### config.mk
export PLATFORM = sky130hd
export DESIGN_NAME = spike_event_scheduler_flat
export DESIGN_NICKNAME = d
export VERILOG_FILES = /design/src/rtl/spike_event_scheduler_if.sv /design/src/rtl/spike_event_scheduler.sv /design/src/flat_wrapper.sv
export SDC_FILE = /design/constraint.sdc
export NUM_CORES = 1
export LEC_CHECK = 0
export CAP_MARGIN = 40
export CORE_UTILIZATION = 65
export CTS_BUF_LIST = sky130_fd_sc_hd__clkbuf_16
export CTS_CLUSTER_DIAMETER = 150
export DETAILED_ROUTE_END_ITERATION = 16
export PLACE_DENSITY = 0.85
export SLEW_MARGIN = 20
export SYNTH_ARGS = -nofsm -noshare
export SYNTH_HDL_FRONTEND = slang
export SYNTH_SLANG_ARGS = --single-unit
### constraint.sdc
create_clock -name main_clk -period 12.8 [get_ports main_clk]
set_clock_uncertainty 0.15 [all_clocks]
set_input_delay 2.56 -clock main_clk [delete_from_list [all_inputs] [get_ports main_clk]]
set_output_delay 2.56 -clock main_clk [all_outputs]
set_load 0.005 [all_outputs]
### src/rtl/spike_event_scheduler_if.sv
// Timestamped spike event stream: source drives time/row/address with valid, scheduler returns ready.
interface spike_event_scheduler_if #(
  parameter int unsigned TIME_WIDTH = 16,
  parameter int unsigned ROW_WIDTH  = 1,
  parameter int unsigned ADDR_WIDTH = 6
);
  logic                  ev_valid;
  logic                  ev_ready;
  logic [TIME_WIDTH-1:0] ev_time;
  logic [ROW_WIDTH-1:0]  ev_row;
  logic [ADDR_WIDTH-1:0] ev_addr;

  modport master (output ev_valid, output ev_time, output ev_row, output ev_addr, input ev_ready);
  modport slave  (input ev_valid, input ev_time, input ev_row, input ev_addr, output ev_ready);
endinterface

### src/rtl/spike_event_scheduler.sv
// Buffers timestamped spike events in an in-order FIFO and releases each one as a
// one-cycle per-row spike pulse once the internal timestamp (or delta countdown) reaches it.
module spike_event_scheduler #(
  parameter int unsigned NUM_SYNAPSE_ROWS = 2,
  parameter int unsigned ADDR_WIDTH       = 6,
  parameter int unsigned TIME_WIDTH       = 16,
  parameter int unsigned FIFO_DEPTH       = 16,
  parameter int unsigned ROW_WIDTH        = ($clog2(NUM_SYNAPSE_ROWS) > 0) ? $clog2(NUM_SYNAPSE_ROWS) : 1
) (
  input  logic                                  main_clk,
  input  logic                                  reset,
  input  logic                                  enable,
  input  logic                                  mode,
  input  logic                                  flush,
  input  logic                                  time_clear,
  spike_event_scheduler_if.slave                ev,
  output logic [NUM_SYNAPSE_ROWS-1:0]           spike_valid,
  output logic [NUM_SYNAPSE_ROWS*ADDR_WIDTH-1:0] spike_addr,
  output logic [TIME_WIDTH-1:0]                 now,
  output logic [$clog2(FIFO_DEPTH):0]           fifo_level,
  output logic [7:0]                            late_count,
  output logic [7:0]                            drop_count,
  output logic                                  busy
);
  localparam int unsigned PTR_W = $clog2(FIFO_DEPTH);
  localparam int unsigned CNT_W = PTR_W + 1;

  localparam logic [1:0] ST_IDLE  = 2'b00;
  localparam logic [1:0] ST_RUN   = 2'b01;
  localparam logic [1:0] ST_FLUSH = 2'b10;

  typedef struct packed {
    logic [TIME_WIDTH-1:0] t;
    logic [ROW_WIDTH-1:0]  row;
    logic [ADDR_WIDTH-1:0] addr;
  } event_t;

  event_t                mem [FIFO_DEPTH];
  event_t                head;
  event_t                wr_entry;
  logic [PTR_W-1:0]      wr_ptr, rd_ptr;
  logic [CNT_W-1:0]      count_nxt;
  logic [1:0]            state, state_nxt;
  logic                  mode_q;
  logic                  ready_q;
  logic [TIME_WIDTH-1:0] rel_elapsed;
  logic [TIME_WIDTH-1:0] abs_diff;
  logic [TIME_WIDTH-1:0] rel_target;
  logic                  accept, row_ok, push, drop, pop, due, run_active, empty;
  logic                  ready_nxt, busy_nxt;

  assign ev.ev_ready = ready_q;

  // Next-state logic; flush overrides every state
  always_comb begin
    state_nxt = state;
    case (state)
      ST_IDLE:  if (enable) state_nxt = ST_RUN;
      ST_RUN:   if (!enable) state_nxt = ST_IDLE;
      ST_FLUSH: state_nxt = ST_IDLE;
      default:  state_nxt = ST_IDLE;
    endcase
    if (flush) state_nxt = ST_FLUSH;
  end

  // Handshake, release decision and FIFO bookkeeping
  always_comb begin
    accept     = ev.ev_valid && ready_q;
    row_ok     = 32'(ev.ev_row) < NUM_SYNAPSE_ROWS;
    push       = accept && !flush && row_ok;
    drop       = accept && !flush && !row_ok;
    empty      = (fifo_level == '0);
    head       = mem[rd_ptr];
    wr_entry   = '{t: ev.ev_time, row: ev.ev_row, addr: ev.ev_addr};
    abs_diff   = now - head.t;
    rel_target = (head.t == '0) ? TIME_WIDTH'(1) : head.t;
    // Absolute compare is wrap-aware: due when head time lies within the past half range
    due        = mode_q ? (rel_elapsed >= rel_target) : !abs_diff[TIME_WIDTH-1];
    run_active = (state == ST_RUN) && enable && !flush;
    pop        = run_active && !empty && due;
    count_nxt  = fifo_level;
    case ({push, pop})
      2'b10:   count_nxt = fifo_level + CNT_W'(1);
      2'b01:   count_nxt = fifo_level - CNT_W'(1);
      default: count_nxt = fifo_level;
    endcase
    if (flush) count_nxt = '0;
    ready_nxt = (count_nxt != CNT_W'(FIFO_DEPTH)) && (state_nxt != ST_FLUSH);
    busy_nxt  = (state_nxt != ST_IDLE) || (count_nxt != '0);
  end

  always_ff @(posedge main_clk) begin
    if (push) mem[wr_ptr] <= wr_entry;
  end

  always_ff @(posedge main_clk or negedge reset) begin
    if (!reset) begin
      state       <= ST_IDLE;
      wr_ptr      <= '0;
      rd_ptr      <= '0;
      fifo_level  <= '0;
      ready_q     <= 1'b0;
      busy        <= 1'b0;
      mode_q      <= 1'b0;
      rel_elapsed <= '0;
      now         <= '0;
      late_count  <= '0;
      drop_count  <= '0;
      spike_valid <= '0;
      spike_addr  <= '0;
    end else begin
      state      <= state_nxt;
      fifo_level <= count_nxt;
      ready_q    <= ready_nxt;
      busy       <= busy_nxt;
      if (flush) begin
        wr_ptr <= '0;
        rd_ptr <= '0;
      end else begin
        if (push) wr_ptr <= wr_ptr + PTR_W'(1);
        if (pop)  rd_ptr <= rd_ptr + PTR_W'(1);
      end
      if (state == ST_IDLE && enable) mode_q <= mode;
      // Delta reference restarts on RUN entry and on every release
      if (state == ST_IDLE)                         rel_elapsed <= '0;
      else if (pop)                                 rel_elapsed <= TIME_WIDTH'(1);
      else if (run_active && (rel_elapsed != '1))   rel_elapsed <= rel_elapsed + TIME_WIDTH'(1);
      if (time_clear)      now <= '0;
      else if (run_active) now <= now + TIME_WIDTH'(1);
      if (pop && !mode_q && (head.t != now) && (late_count != 8'hFF))
        late_count <= late_count + 8'd1;
      if (drop && (drop_count != 8'hFF))
        drop_count <= drop_count + 8'd1;
      spike_valid <= '0;
      for (int unsigned r = 0; r < NUM_SYNAPSE_ROWS; r++) begin
        if (pop && (32'(head.row) == r)) begin
          spike_valid[r]                          <= 1'b1;
          spike_addr[r*ADDR_WIDTH +: ADDR_WIDTH] <= head.addr;
        end
      end
    end
  end
endmodule

### src/flat_wrapper.sv
// flat-port wrapper written by rule: the top's interface ports become plain ports
module spike_event_scheduler_flat 
#(
  parameter int unsigned NUM_SYNAPSE_ROWS = 2,
  parameter int unsigned ADDR_WIDTH       = 6,
  parameter int unsigned TIME_WIDTH       = 16,
  parameter int unsigned FIFO_DEPTH       = 16,
  parameter int unsigned ROW_WIDTH        = ($clog2(NUM_SYNAPSE_ROWS) > 0) ? $clog2(NUM_SYNAPSE_ROWS) : 1
)
  (main_clk, reset, enable, mode, flush, time_clear, spike_valid, spike_addr, now, fifo_level, late_count, drop_count, busy, ev_ev_valid, ev_ev_time, ev_ev_row, ev_ev_addr, ev_ev_ready);
  spike_event_scheduler_if #(.TIME_WIDTH(TIME_WIDTH), .ROW_WIDTH(ROW_WIDTH), .ADDR_WIDTH(ADDR_WIDTH)) ev_i ();
  input  logic main_clk;
  input  logic reset;
  input  logic enable;
  input  logic mode;
  input  logic flush;
  input  logic time_clear;
  output logic [NUM_SYNAPSE_ROWS-1:0] spike_valid;
  output logic [NUM_SYNAPSE_ROWS*ADDR_WIDTH-1:0] spike_addr;
  output logic [TIME_WIDTH-1:0] now;
  output logic [$clog2(FIFO_DEPTH):0] fifo_level;
  output logic [7:0] late_count;
  output logic [7:0] drop_count;
  output logic busy;
  input wire logic [$bits(ev_i.ev_valid)-1:0] ev_ev_valid;
  input wire logic [$bits(ev_i.ev_time)-1:0] ev_ev_time;
  input wire logic [$bits(ev_i.ev_row)-1:0] ev_ev_row;
  input wire logic [$bits(ev_i.ev_addr)-1:0] ev_ev_addr;
  output wire logic [$bits(ev_i.ev_ready)-1:0] ev_ev_ready;
  assign ev_i.ev_valid = ev_ev_valid;
  assign ev_i.ev_time = ev_ev_time;
  assign ev_i.ev_row = ev_ev_row;
  assign ev_i.ev_addr = ev_ev_addr;
  assign ev_ev_ready = ev_i.ev_ready;
  spike_event_scheduler #(.NUM_SYNAPSE_ROWS(NUM_SYNAPSE_ROWS), .ADDR_WIDTH(ADDR_WIDTH), .TIME_WIDTH(TIME_WIDTH), .FIFO_DEPTH(FIFO_DEPTH), .ROW_WIDTH(ROW_WIDTH)) u_core (.main_clk(main_clk), .reset(reset), .enable(enable), .mode(mode), .flush(flush), .time_clear(time_clear), .ev(ev_i), .spike_valid(spike_valid), .spike_addr(spike_addr), .now(now), .fifo_level(fifo_level), .late_count(late_count), .drop_count(drop_count), .busy(busy));
endmodule
* After elaboration in Yosys (flattened, before gate mapping)
Memories as Yosys holds them, arrays and structs flattened.
Cells that the tools add are included.
** Storage, ports and cells
- Word-level logic and storage cells :: 81
- Register bits after elaboration :: 72
- Memories :: 1
- Input port bits :: 30
- Memory bits (writable) :: 368
** Memories
- u_core.mem :: words 16, width 23, rd ports 1, clocked after memory_dff 0, wr ports 1, RTL line spike_event_scheduler.sv:38 : event_t mem [FIFO_DEPTH];
** Cells by class
- Bitwise operators :: 1
- Add/sub/neg operators :: 8
- Equality and inequality tests :: 8
- Muxes and demuxes :: 21
- Magnitude comparators :: 1
- Reduce and logical (&&, ||, !) cells :: 28
** Operators with widths (count)
- 16-bit 2-to-1 mux :: 6
- 16-bit by 1-bit adder with 16-bit output, second input constant :: 2
- 16-bit >= comparator :: 1
- 16-bit logical NOT :: 1
- 4-bit 2-to-1 mux :: 4
- 16-bit != test :: 1
- 16-bit != test, second input constant :: 1
- 16-bit subtractor :: 1
- 1-bit logical AND :: 14
- 5-bit case mux with 2 select lines :: 1
- 4-bit by 1-bit adder with 4-bit output, second input constant :: 2
- 8-bit by 1-bit adder with 8-bit output, second input constant :: 1
- 8-bit != test, second input constant :: 1
- 2-bit nonzero test :: 4
- 2-bit 2-to-1 mux :: 3
- 5-bit by 1-bit adder with 5-bit output, second input constant :: 1
- 5-bit logical NOT :: 1
- 1-bit 2-to-1 mux :: 5
- 5-bit 2-to-1 mux :: 1
- 5-bit != test, second input constant :: 1
- 5-bit nonzero test :: 1
- 5-bit by 1-bit subtractor with 5-bit output, second input constant :: 1
- 2-bit by 1-bit equality test with 1-bit output, second input constant :: 2
- 1-bit logical NOT :: 4
- 7 further kinds :: 7

* Longest topological paths before layout
Gate-level depths: netlist (run 1).
An unclocked memory read counts as a cell.
- Word-level depth :: 11
- Depth in mapped cells :: 29
- Mapped depth without buffers :: 25

* Worst setup path after synthesis (run 1)
No wires, ideal clock.
- Path kind :: input -> register
- Start point :: input port flush
- End point :: register u_core.ready_q (netlist: u_core.ev.ev_ready)
- Setup slack :: 7.246 ns
- Stages on the path :: 17
- Library setup time :: 0.078 ns
- Data arrival time :: 5.326 ns
- Path through :: clkbuf_1 > nor4bb_1 > buf_2 > o21ai_0 > nor2_1 > nand2_1 > inv_1 > ha_1 > inv_1 > fa_1 > nor2b_1 > o21ai_0 > and3_1 > nor3_1 > xnor2_1 > nor2_1 > a21oi_1
** On the way
- Cells in the longest elaborated chain, start to end :: 9
** Ends and longest elaborated chain
- start, declared :: RTL line flat_wrapper.sv:16 : input logic flush;
- 1-bit logical NOT :: RTL line spike_event_scheduler.sv:70, spike_event_scheduler.sv:79
- 1-bit logical AND :: RTL line spike_event_scheduler.sv:79 : run_active = (state == ST_RUN) && enable && !flush;
- 1-bit logical AND (2 in a row) :: RTL line spike_event_scheduler.sv:80 : pop = run_active && !empty && due;
- 2-bit by 1-bit equality test with 1-bit output / 2-bit equality test (equally long branches) :: RTL line spike_event_scheduler.sv:82 : case ({push, pop})
- 5-bit case mux with 2 select lines :: RTL line spike_event_scheduler.sv:82
- 5-bit 2-to-1 mux * :: RTL line spike_event_scheduler.sv:87 : if (flush) count_nxt = '0;
- named net u_core.count_nxt[4] :: RTL line spike_event_scheduler.sv:42 : logic [CNT_W-1:0] count_nxt;
- 5-bit != test * :: RTL line spike_event_scheduler.sv:88 : ready_nxt = (count_nxt != CNT_W'(FIFO_DEPTH)) && (state_nxt != ST_FLUSH);
- 1-bit logical AND * :: RTL line spike_event_scheduler.sv:88
- named net u_core.ready_nxt :: RTL line spike_event_scheduler.sv:50 : logic ready_nxt, busy_nxt;
- end signal, assigned :: RTL line spike_event_scheduler.sv:114 : ready_q <= ready_nxt;
- end, declared :: RTL line spike_event_scheduler.sv:45 : logic ready_q;
Mark *: on every way through the listed nets, which the timed path passes. The rest lies on a longest branch.
A chain may end at the register's enable or synchronous reset.

* Final worst setup path (run 1)
- Start point :: register u_core.rd_ptr[0]
- End point :: register u_core.busy
** On the way
- Cells in the longest elaborated chain, start to end :: 11
** Ends and longest elaborated chain
- start, declared :: RTL line spike_event_scheduler.sv:41 : logic [PTR_W-1:0] wr_ptr, rd_ptr;
- start signal, assigned :: RTL line spike_event_scheduler.sv:121 : if (pop) rd_ptr <= rd_ptr + PTR_W'(1);
- memory read 16 x 23 bit *
- 16-bit logical NOT :: RTL line spike_event_scheduler.sv:76 : rel_target = (head.t == '0) ? TIME_WIDTH'(1) : head.t;
- 16-bit 2-to-1 mux :: RTL line spike_event_scheduler.sv:76
- 16-bit >= comparator :: RTL line spike_event_scheduler.sv:78 : due = mode_q ? (rel_elapsed >= rel_target) : !abs_diff[TIME_WIDTH-1];
- 1-bit 2-to-1 mux * :: RTL line spike_event_scheduler.sv:78
- 1-bit logical AND * :: RTL line spike_event_scheduler.sv:80
- 2-bit by 1-bit equality test with 1-bit output / 2-bit equality test (equally long branches) :: RTL line spike_event_scheduler.sv:82
- 5-bit case mux with 2 select lines * :: RTL line spike_event_scheduler.sv:82
- 5-bit 2-to-1 mux * :: RTL line spike_event_scheduler.sv:87
- named net u_core.count_nxt[3] :: RTL line spike_event_scheduler.sv:42
- 5-bit nonzero test * :: RTL line spike_event_scheduler.sv:89 : busy_nxt = (state_nxt != ST_IDLE) || (count_nxt != '0);
- 1-bit logical OR * :: RTL line spike_event_scheduler.sv:89
- named net u_core.busy_nxt :: RTL line spike_event_scheduler.sv:50
- end signal, assigned :: RTL line spike_event_scheduler.sv:115 : busy <= busy_nxt;
- end, declared :: RTL line spike_event_scheduler.sv:23 : output logic busy
Marks and branches as above.

==> impl_metrics.env, run 1 <==
export IMPL_netlist_top_cell_by_area="edfxtp_1"
export IMPL_synth_mux_area_share_pct=13.8
export IMPL_final_nets=1255
export IMPL_grt_start_max_net_pins=57
export IMPL_finalMaxSlewViolations=0
export IMPL_rows=61
export IMPL_clk_path_buf_depth=3
export IMPL_path_clk_slew_ns=0.06
export IMPL_yosys_most_used_dff="edfxtp_1"
export IMPL_syn_area_sq_um=18400
export IMPL_cts_resized=0
export IMPL_cts_tree="done"
export IMPL_initial_core_util_pct=66.1
export IMPL_htree_levels=2
export IMPL_rr_worst_depth=26
export IMPL_min_path_type="reg2reg"
export IMPL_syn_area_per_cell_sq_um=17.1
export IMPL_first_global_vias=10516
export IMPL_p_total_mw=2.78
export IMPL_boundaryPins=83
export IMPL_postCtsHoldBufs=0
export IMPL_power_density_nw_per_um2=133
export IMPL_grt_overflow=0
export IMPL_vdd_drop_max_uv=111
export IMPL_synth_top_area_share_pct=60.0
export IMPL_rsz0062_at_grt="no"
export IMPL_ys_warn_count=0
export IMPL_power_leakage_nw=7.21
export IMPL_cts_setup_buffers=0
export IMPL_synth_compound_area_share_pct=3.16
export IMPL_synth_adder_area_share_pct=3.03
export IMPL_worstPathArrival_ns=7.72
export IMPL_slew_headroom_pct=48.1
export IMPL_p_seq_share_pct=56.3
export IMPL_ys_seq_area_share_pct=69.7
export IMPL_min_path_cells=1
export IMPL_synth_xor_area_share_pct=1.91
export IMPL_swShare_pct=20.6
export IMPL_io_buffers=74
export IMPL_utilization_pct=75.2
export IMPL_max_stage_delay_ns=0.73
export IMPL_drt_total_wl_mm=42.3
export IMPL_clock_latency_ns=0.55
export IMPL_tightest_slew_ns=0.777
export IMPL_crit_path_start_kind="flop"
export IMPL_worstPathRequired_ns=13.06
export IMPL_crit_type="reg2reg"
export IMPL_critical_path_cell_count=26
export IMPL_status="finished clean"
export IMPL_p_int_mw=2.21
export IMPL_n_antenna_cell=0
export IMPL_max_freq_mhz=134
export IMPL_drc=0
export IMPL_setup_violations=0
export IMPL_synth_cells=1080
export IMPL_maxCapViolCount=0
export IMPL_root_buffer="clkbuf_16"
export IMPL_synth_simple_gate_area_share_pct=6.50
export IMPL_avgViaCountPerCell=6.66
export IMPL_ys_top_cells_by_count="edfxtp_1 (368), mux4_2 (98), nand2_1 (94)"
export IMPL_route_vias_total=10602
export IMPL_coreArea_sq_um=27900
export IMPL_ant_nets=0
export IMPL_dp_hpwl_mm=23.7
export IMPL_synth_most_common_cell="edfxtp_1"
export IMPL_die_area_sq_um=29000
export IMPL_final_setup_worst_slack_ns=5.34
export IMPL_ys_types=59
export IMPL_power_frac_comb_pct=2.3
export IMPL_setup_tns_ns=0
export IMPL_ys_async_sr_fraction_pct=16.4
export IMPL_drive_gt1_share_pct=17.6
export IMPL_area_growth_pct=13.7
export IMPL_ys_ff_latch=440
export IMPL_die_y_microns=170
export IMPL_period_needed_ns=7.46
export IMPL_cpMaxStageDelayCell="buf_4"
export IMPL_synthTopCellsByArea="edfxtp_1 (60%), mux4_2 (12%), dfrtp_1 (9.8%)"
export IMPL_grt_pass1_wl_mm=63.7
export IMPL_wl_per_cell_microns=26.6
export IMPL_synth_edff_count=368
export IMPL_path_delay_family="compound AO/OA/AOI/OAI gates"
export IMPL_hold_viol=0
export IMPL_switching_power_uw=572
export IMPL_crit_fanout=38
export IMPL_pwr_share_clk_pct=41.4
export IMPL_first_iter_violations=1299
export IMPL_globalRouteTotalUtil_pct=30.5
export IMPL_cp_num_buf_inv=3
export IMPL_antenna_found_initial=0
export IMPL_die_x_microns=170
export IMPL_dr_pass1_iters=5
export IMPL_min_period_over_period_pct=58.2
export IMPL_synth_top_family_by_area="multiplexers"
export IMPL_gp_congestion=0.860
export IMPL_numCtsBuffers=44
export IMPL_cts_num_sinks=440
export IMPL_critPathCaptureType="flop"
export IMPL_place_worst_setup_slack_ns=5.40
cell type report:
| cell class | count | area [sq um] |
|---|---|---|
| Clock inverter | 34 | 166 |
| Fill cell | 1539 | 6900 |
| Tap cell | 378 | 473 |
| Timing Repair Buffer | 101 | 971 |
| Multi-Input combinational cell | 573 | 5310 |
| Clock buffer | 44 | 1100 |
| Sequential cell | 440 | 12900 |
| Inverter | 21 | 78.8 |
logic make-up (layout without fill, tap and decap cells):
family	Yosys count	after routing
xor+xnor	38	38
compound gates	97	97
buf+inv	74	200
flops	440	440
simple gates	259	259
fa+ha+maj	44	44
mux	127	127
other cells	1	8
worst paths after layout:
| path | startpoint | end | slack, ns |
|---|---|---|---|
| setup / recovery | u_core.rd_ptr[0]$_DFFE_PN0P_ | u_core.busy$_DFF_PN0_ | 5.34 |
| hold / removal | u_core.spike_addr[11]$_DFFE_PN0P_ | u_core.spike_addr[11]$_DFFE_PN0P_ | 0.36 |
| setup reg to reg | u_core.rd_ptr[0]$_DFFE_PN0P_ | u_core.busy$_DFF_PN0_ | 5.34 |
| hold reg to reg | u_core.spike_addr[11]$_DFFE_PN0P_ | u_core.spike_addr[11]$_DFFE_PN0P_ | 0.36 |
| max in group asynchronous | reset | u_core.spike_addr[9]$_DFFE_PN0P_ | 10.10 |
| min in group asynchronous | reset | u_core.now[13]$_DFFE_PN0P_ | 1.82 |
flip-flops by register name, indices dropped and copies added, names as in the netlist, 4 cells and up:
register and count:
u_core.wr_ptr 4, u_core.mem 368, u_core.now 16, u_core.spike_addr 12, u_core.rel_elapsed 16, u_core.fifo_level 5, u_core.late_count 8, u_core.rd_ptr 4
metal layers:
metal	track usage, %	part of all wire, %	vias to the layer above
met5	0	0	-
met4	13.2	3.9	0
met3	5.53	9.4	117
met2	49.2	49	701
met1	41.4	38	5380
li1	-	-	4404
power by group through the flow:
stage / Combinational [mW] / Clock, mW / Sequential (mW)
6_report: 0.0644 / 1.15 / 1.56
2_1_floorplan: 0.0250 / 0 / 1.59
3_5_place_dp: 0.0635 / 0 / 1.59
4_1_cts: 0.0642 / 1.16 / 1.56
5_1_grt: 0.0703 / 1.22 / 1.56
3_3_place_gp: 0.0594 / 0 / 1.59
through the flow:
step / cell area, sq um / hold WS [ns] / std cells
after CTS: 21000 / 0.352 / 1591
after floorplan: 18500 / 0.332 / 1087
after detailed placement: 19700 / 0.339 / 1513
after global routing: 21000 / 0.375 / 1591
final: 21000 / 0.358 / 1591
after global placement: 19600 / 0.325 / 1510
layout by cell type, fill, tap and decap left out, types with 6 or more instances in the layout:
cell type,instances
clkbuf_16,44
buf_4,25
nor3_1,13
xnor2_1,21
conb_1,8
mux4_2,98
nand4_1,18
inv_1,31
dfrtp_1,69
xor2_1,16
nand3_1,29
a21o_1,6
edfxtp_1,368
mux2i_1,12
ha_1,43
nand2_1,94
clkdlybuf4s50_1,73
nor2_1,52
o21ai_1,7
mux2_1,13
o21ai_0,36
a21oi_1,22
and3_1,9
nor2_2,13
clkinv_1,11
(Power assumes the default switching activity.)
==> run 2: changes to the inputs <==
CORE_UTILIZATION = 60   (was 65)
PLACE_DENSITY = 0.79   (was 0.85)
clock period = 7.55 ns   (was 12.8 ns; I/O delays follow)
==> run 2 against run 1 <==
  * Wire length shrank 4.7%
  * Clock power is 89% higher
  * Utilization down 4.5 points
  * Sequential share of layout area fell by 0.65 points
  * Largest cell class unchanged
  * Non-clock buffer count up 2
==> impl_metrics.env, run 2 (same netlist as run 1, synthesis figures left out) <==
export IMPL_gp_congestion=0.873
export IMPL_hold_viol=0
export IMPL_max_freq_mhz=157
export IMPL_worstPathRequired_ns=7.80
export IMPL_power_leakage_nw=7.31
export IMPL_fillCellCount=1828
export IMPL_regMostFlops="u_core.mem"
export IMPL_cts_resized=0
export IMPL_multi_input_area_sq_um=5310
export IMPL_cpMaxStageDelayCell="dfrtp_4"
export IMPL_path_delay_family="compound AO/OA/AOI/OAI gates"
export IMPL_critical_path_cell_count=25
export IMPL_setup_violations=0
export IMPL_min_path_cells=1
export IMPL_power_density_nw_per_um2=233
export IMPL_root_buffer="clkbuf_16"
export IMPL_clock_latency_ns=0.54
export IMPL_boundaryPins=83
export IMPL_die_x_microns=177
export IMPL_dp_hpwl_mm=22.5
export IMPL_first_iter_violations=1082
export IMPL_drc=0
export IMPL_path_clk_slew_ns=0.06
export IMPL_whs_ns=0.339
export IMPL_vdd_drop_max_uv=227
export IMPL_hold_start="u_core.late_count[4]$_DFFE_PN0P_"
export IMPL_worstPathArrival_ns=6.61
export IMPL_tightest_slew_ns=0.745
export IMPL_highest_layer="met4"
export IMPL_area_growth_pct=15.0
export IMPL_maxCapViolCount=0
export IMPL_cts_num_sinks=440
export IMPL_rr_worst_depth=25
export IMPL_die_y_microns=177
export IMPL_finalMaxSlewViolations=0
export IMPL_holdPathEnd="u_core.late_count[4]$_DFFE_PN0P_"
export IMPL_critPathCaptureType="flop"
export IMPL_placed_cells=1526
export IMPL_p_total_mw=4.93
export IMPL_crit_type="reg2reg"
export IMPL_r2r_start="u_core.rd_ptr[0]$_DFFE_PN0P_"
export IMPL_fin_cells=1607
export IMPL_n_antenna_cell=0
export IMPL_dr_pass1_iters=5
export IMPL_postCtsHoldBufs=0
export IMPL_die_area_sq_um=31400
export IMPL_route_vias_total=10192
export IMPL_min_period_over_period_pct=84.3
export IMPL_place_worst_setup_slack_ns=1.29
export IMPL_slew_headroom_pct=50.4
export IMPL_cts_setup_buffers=0
export IMPL_status="finished clean"
export IMPL_ff2ff_setup_slack_ns=1.19
export IMPL_wl_met2_mm=20.3
export IMPL_first_global_vias=10351
export IMPL_clk_path_buf_depth=3
export IMPL_initial_core_util_pct=61.5
export IMPL_ant_nets=0
export IMPL_avgViaCountPerCell=6.34
export IMPL_rr_endpoint="u_core.busy$_DFF_PN0_"
export IMPL_path_common_cell="nand2_1"
export IMPL_top_regs="u_core.mem x368, u_core.now x16, u_core.rel_elapsed x16"
export IMPL_grt_pass1_wl_mm=61.3
export IMPL_grt_start_max_net_pins=60
export IMPL_drt_total_wl_mm=40.3
export IMPL_min_path_type="reg2reg"
export IMPL_layout_common_cells="edfxtp_1 (368), mux4_2 (98), nand2_1 (94)"
export IMPL_htree_levels=2
export IMPL_final_nets=1257
export IMPL_final_common_cell="edfxtp_1"
export IMPL_cts_tree="done"
export IMPL_drive_gt1_share_pct=18.0
export IMPL_wl_per_cell_microns=25.1
export IMPL_max_stage_delay_ns=0.80
export IMPL_cp_num_buf_inv=2
export IMPL_rsz0062_at_grt="no"
export IMPL_route_met3_wl_mm=3.02
export IMPL_seqCellArea_sq_um=12900
export IMPL_numCtsBuffers=44
export IMPL_globalRouteTotalUtil_pct=26.8
export IMPL_final_setup_worst_slack_ns=1.19
export IMPL_largest_reg_flops=368
export IMPL_crit_fanout=48
export IMPL_antenna_found_initial=0
export IMPL_setup_tns_ns=0
export IMPL_io_buffers=74
export IMPL_rows=63
export IMPL_crit_path_start_kind="flop"
export IMPL_grt_overflow=0
export IMPL_period_needed_ns=6.36
export IMPL_coreArea_sq_um=30000
export IMPL_wl_met1_mm=15.9
[run 2: cell type report]
cell class / instances / share of cell area [%]
Clock buffer: 45 / 5.32
Timing Repair Buffer: 103 / 4.77
Sequential cell: 440 / 60.7
Inverter: 21 / 0.372
Multi-Input combinational cell: 573 / 25.1
Clock inverter: 35 / 1.46
Tap cell: 390 / 2.30
[run 2: stage by stage]
step | cell area (sq um) | utilization, %
after floorplan | 18500 | -
after global placement | 19700 | 65.7
after detailed placement | 19700 | 65.8
after CTS | 21200 | 70.6
after global routing | 21200 | 70.7
final | 21200 | 70.7
[run 2: report_power, final]
group	total, mW	internal, mW	switching, mW
combinational	0.109	0.0383	0.0707
sequential	2.65	2.64	0.00706
clock	2.17	1.28	0.886
total	4.93	3.97	0.964
[run 2: how the worst max path moves through the flow]
stage                            startpoint               endpoint
4_1_cts        u_core.rd_ptr[0]$_DFFE_PN0P_  u_core.busy$_DFF_PN0_
3_5_place_dp   u_core.rd_ptr[0]$_DFFE_PN0P_  u_core.busy$_DFF_PN0_
3_3_place_gp   u_core.rd_ptr[0]$_DFFE_PN0P_  u_core.busy$_DFF_PN0_
2_1_floorplan  u_core.rd_ptr[0]$_DFFE_PN0P_  u_core.busy$_DFF_PN0_
5_1_grt        u_core.rd_ptr[0]$_DFFE_PN0P_  u_core.busy$_DFF_PN0_
6_report       u_core.rd_ptr[0]$_DFFE_PN0P_  u_core.busy$_DFF_PN0_
[run 2: routing by layer]
layer	track usage (%)	vias up
li1	-	4416
met1	36.8	5186
met2	44.6	495
met3	3.41	95
met4	9.65	0
met5	0	-
==> run 3: changes to the inputs <==
CORE_UTILIZATION = 54   (was 60)
PLACE_DENSITY = 0.75   (was 0.79)
clock period = 5.6 ns   (was 7.55 ns; I/O delays follow)
==> run 3 against run 2 <==
  * Critical path depth rose by 4
  * Final area rose by 2.8%
  * Power rose by 33%
  * Clock power rose by 29%
  * Sequential cell count did not move
  * Setup slack got worse by 0.92 ns
  * Via count rose by 2.1%
  * Clock-buffer cell count rose by 1
==> impl_metrics.env, run 3 (same netlist as run 1, synthesis figures left out) <==
export IMPL_status="finished clean"
export IMPL_htree_levels=2
export IMPL_gp_congestion=0.864
export IMPL_p_total_mw=6.54
export IMPL_dr_pass1_iters=6
export IMPL_period_needed_ns=5.33
export IMPL_power_leakage_nw=7.57
export IMPL_clk_path_buf_depth=3
export IMPL_ant_nets=0
export IMPL_tightest_slew_ns=0.718
export IMPL_power_density_nw_per_um2=300
export IMPL_crit_fanout=6
export IMPL_min_period_over_period_pct=95.2
export IMPL_pwr_share_clk_pct=42.9
export IMPL_cpMaxStageDelayCell="mux4_2"
export IMPL_die_area_sq_um=34900
export IMPL_grt_start_max_net_pins=43
export IMPL_maxCapViolCount=0
export IMPL_n_antenna_cell=0
export IMPL_root_buffer="clkbuf_16"
export IMPL_worstPathRequired_ns=5.92
export IMPL_grt_busiest_layer="met2"
export IMPL_avgViaCountPerCell=6.07
export IMPL_grt_pass1_wl_mm=62.6
export IMPL_cp_num_buf_inv=6
export IMPL_coreArea_sq_um=33500
export IMPL_regMostFlops="u_core.mem"
export IMPL_worstPathArrival_ns=5.65
export IMPL_crit_type="reg2reg"
export IMPL_grt_overflow=0
export IMPL_fillCellCount=2253
export IMPL_numCtsBuffers=45
export IMPL_max_stage_delay_ns=0.50
export IMPL_antenna_found_initial=0
export IMPL_max_freq_mhz=188
export IMPL_route_vias_total=10408
export IMPL_critPathCaptureType="flop"
export IMPL_drc=0
export IMPL_drive_gt1_share_pct=22.7
export IMPL_first_iter_violations=1051
export IMPL_die_x_microns=187
export IMPL_io_buffers=74
export IMPL_setup_tns_ns=0
export IMPL_slew_headroom_pct=52.1
export IMPL_postCtsHoldBufs=0
export IMPL_layout_common_cells="edfxtp_1 (368), mux4_2 (98), nand2_1 (94)"
export IMPL_final_nets=1303
export IMPL_path_clk_slew_ns=0.06
export IMPL_use_met2_pct=38.6
export IMPL_use_met3_pct=4.38
export IMPL_hold_viol=0
export IMPL_power_frac_comb_pct=2.4
export IMPL_grt_use_met1_pct=34.3
export IMPL_vdd_drop_max_uv=212
export IMPL_drt_total_wl_mm=42.0
export IMPL_die_y_microns=187
export IMPL_finalMaxSlewViolations=0
export IMPL_path_delay_family="compound AO/OA/AOI/OAI gates"
export IMPL_first_global_vias=10376
export IMPL_initial_core_util_pct=55.0
export IMPL_cts_tree="done"
export IMPL_globalRouteTotalUtil_pct=24.1
export IMPL_dp_hpwl_mm=23.7
export IMPL_swShare_pct=20.8
export IMPL_cts_num_sinks=440
export IMPL_crit_path_start_kind="flop"
export IMPL_setup_violations=0
export IMPL_clock_latency_ns=0.55
export IMPL_final_common_cell="edfxtp_1"
export IMPL_top_regs="u_core.mem x368, u_core.now x16, u_core.rel_elapsed x16"
export IMPL_boundaryPins=83
export IMPL_area_growth_pct=18.2
export IMPL_wl_per_cell_microns=24.5
export IMPL_p_int_mw=5.18
export IMPL_p_seq_share_pct=54.7
export IMPL_largest_reg_flops=368
export IMPL_switching_power_mw=1.36
export IMPL_min_path_type="reg2reg"
export IMPL_rows=67
==> run 3: cell count changes in the layout (fill, tap and decap cells not counted), moves of 5 or more <==
cell,previous run,this run
o21ai_0,36,24
buf_4,25,56
o21ai_2,0,11
bufinv_16,6,1
buf_12,3,9
==> run 3: layout make-up <==
class | count | area, sq um | share of cell area [%]
Sequential cell | 440 | 12900 | 59.0
Multi-Input combinational cell | 573 | 5400 | 24.8
Timing Repair Buffer | 148 | 1490 | 6.84
Clock buffer | 46 | 1150 | 5.28
Tap cell | 448 | 561 | 2.57
Clock inverter | 38 | 244 | 1.12
Inverter | 21 | 78.8 | 0.362
==> run 3: power by group through the flow <==
stage	clock network [mW]	logic [mW]	registers [mW]
finish	2.81	0.158	3.57
global route	2.97	0.173	3.57
CTS	2.84	0.153	3.57
detailed placement	0	0.152	3.64
global placement	0	0.145	3.64
floorplan	0	0.0571	3.64
==> run 3: path summary, 6_finish.rpt <==
| check | start | end | slack [ns] | cells after the start |
|---|---|---|---|---|
| setup / recovery | u_core.rd_ptr[0]$_DFFE_PN0P_ | u_core.ev.ev_ready$_DFF_PN0_ | 0.27 | 29 |
| setup reg to reg | u_core.rd_ptr[0]$_DFFE_PN0P_ | u_core.ev.ev_ready$_DFF_PN0_ | 0.27 | 29 |
| max in group asynchronous | reset | u_core.rd_ptr[3]$_DFFE_PN0P_ | 4.32 | 2 |
| hold / removal | u_core.late_count[4]$_DFFE_PN0P_ | u_core.late_count[4]$_DFFE_PN0P_ | 0.34 | 1 |
| min in group asynchronous | reset | u_core.now[10]$_DFFE_PN0P_ | 0.38 | 1 |
| hold reg to reg | u_core.late_count[4]$_DFFE_PN0P_ | u_core.late_count[4]$_DFFE_PN0P_ | 0.34 | 1 |
==> run 3: per-stage QoR <==
stage / utilization (%) / instances / area, sq um / setup slack, ns / hold slack, ns
global route: 65.0 / 1714 / 21800 / -0.0260 / 0.368
CTS: 64.2 / 1705 / 21500 / 0.000579 / 0.342
detailed placement: 60.0 / 1621 / 20100 / -0.0877 / 0.334
floorplan: - / 1087 / 18500 / 0.108 / 0.332
global placement: 59.8 / 1617 / 20100 / 0.0920 / 0.325
finish: 65.0 / 1714 / 21800 / 0.271 / 0.340
==> run 3: routing by layer <==
| metal | share of wire [%] | routed length [microns] |
|---|---|---|
| met1 | 41 | 17100 |
| met5 | 0 | 0 |
| met4 | 2.5 | 1050 |
| met2 | 48 | 20400 |
| met3 | 8.3 | 3480 |
==> run 3: worst register-to-register path, delay by kind of cell, from the launching register on <==
family | cells | cell delay [ns]
AO/OA/AOI/OAI | 8 | 1.43
buffers and inverters | 6 | 0.78
multiplexers | 1 | 0.51
flip-flops | 1 | 0.47
XOR/XNOR | 1 | 0.17
AND/OR/NAND/NOR | 10 | 1.12
adder cells (fa/ha/maj) | 3 | 0.64
==> run 3: what timing repair did <==
item	CTS	global route
gates resized for setup	6	35
pin swaps	0	7
setup endpoints to repair	2	3
setup buffers	0	5
gates cloned	0	4
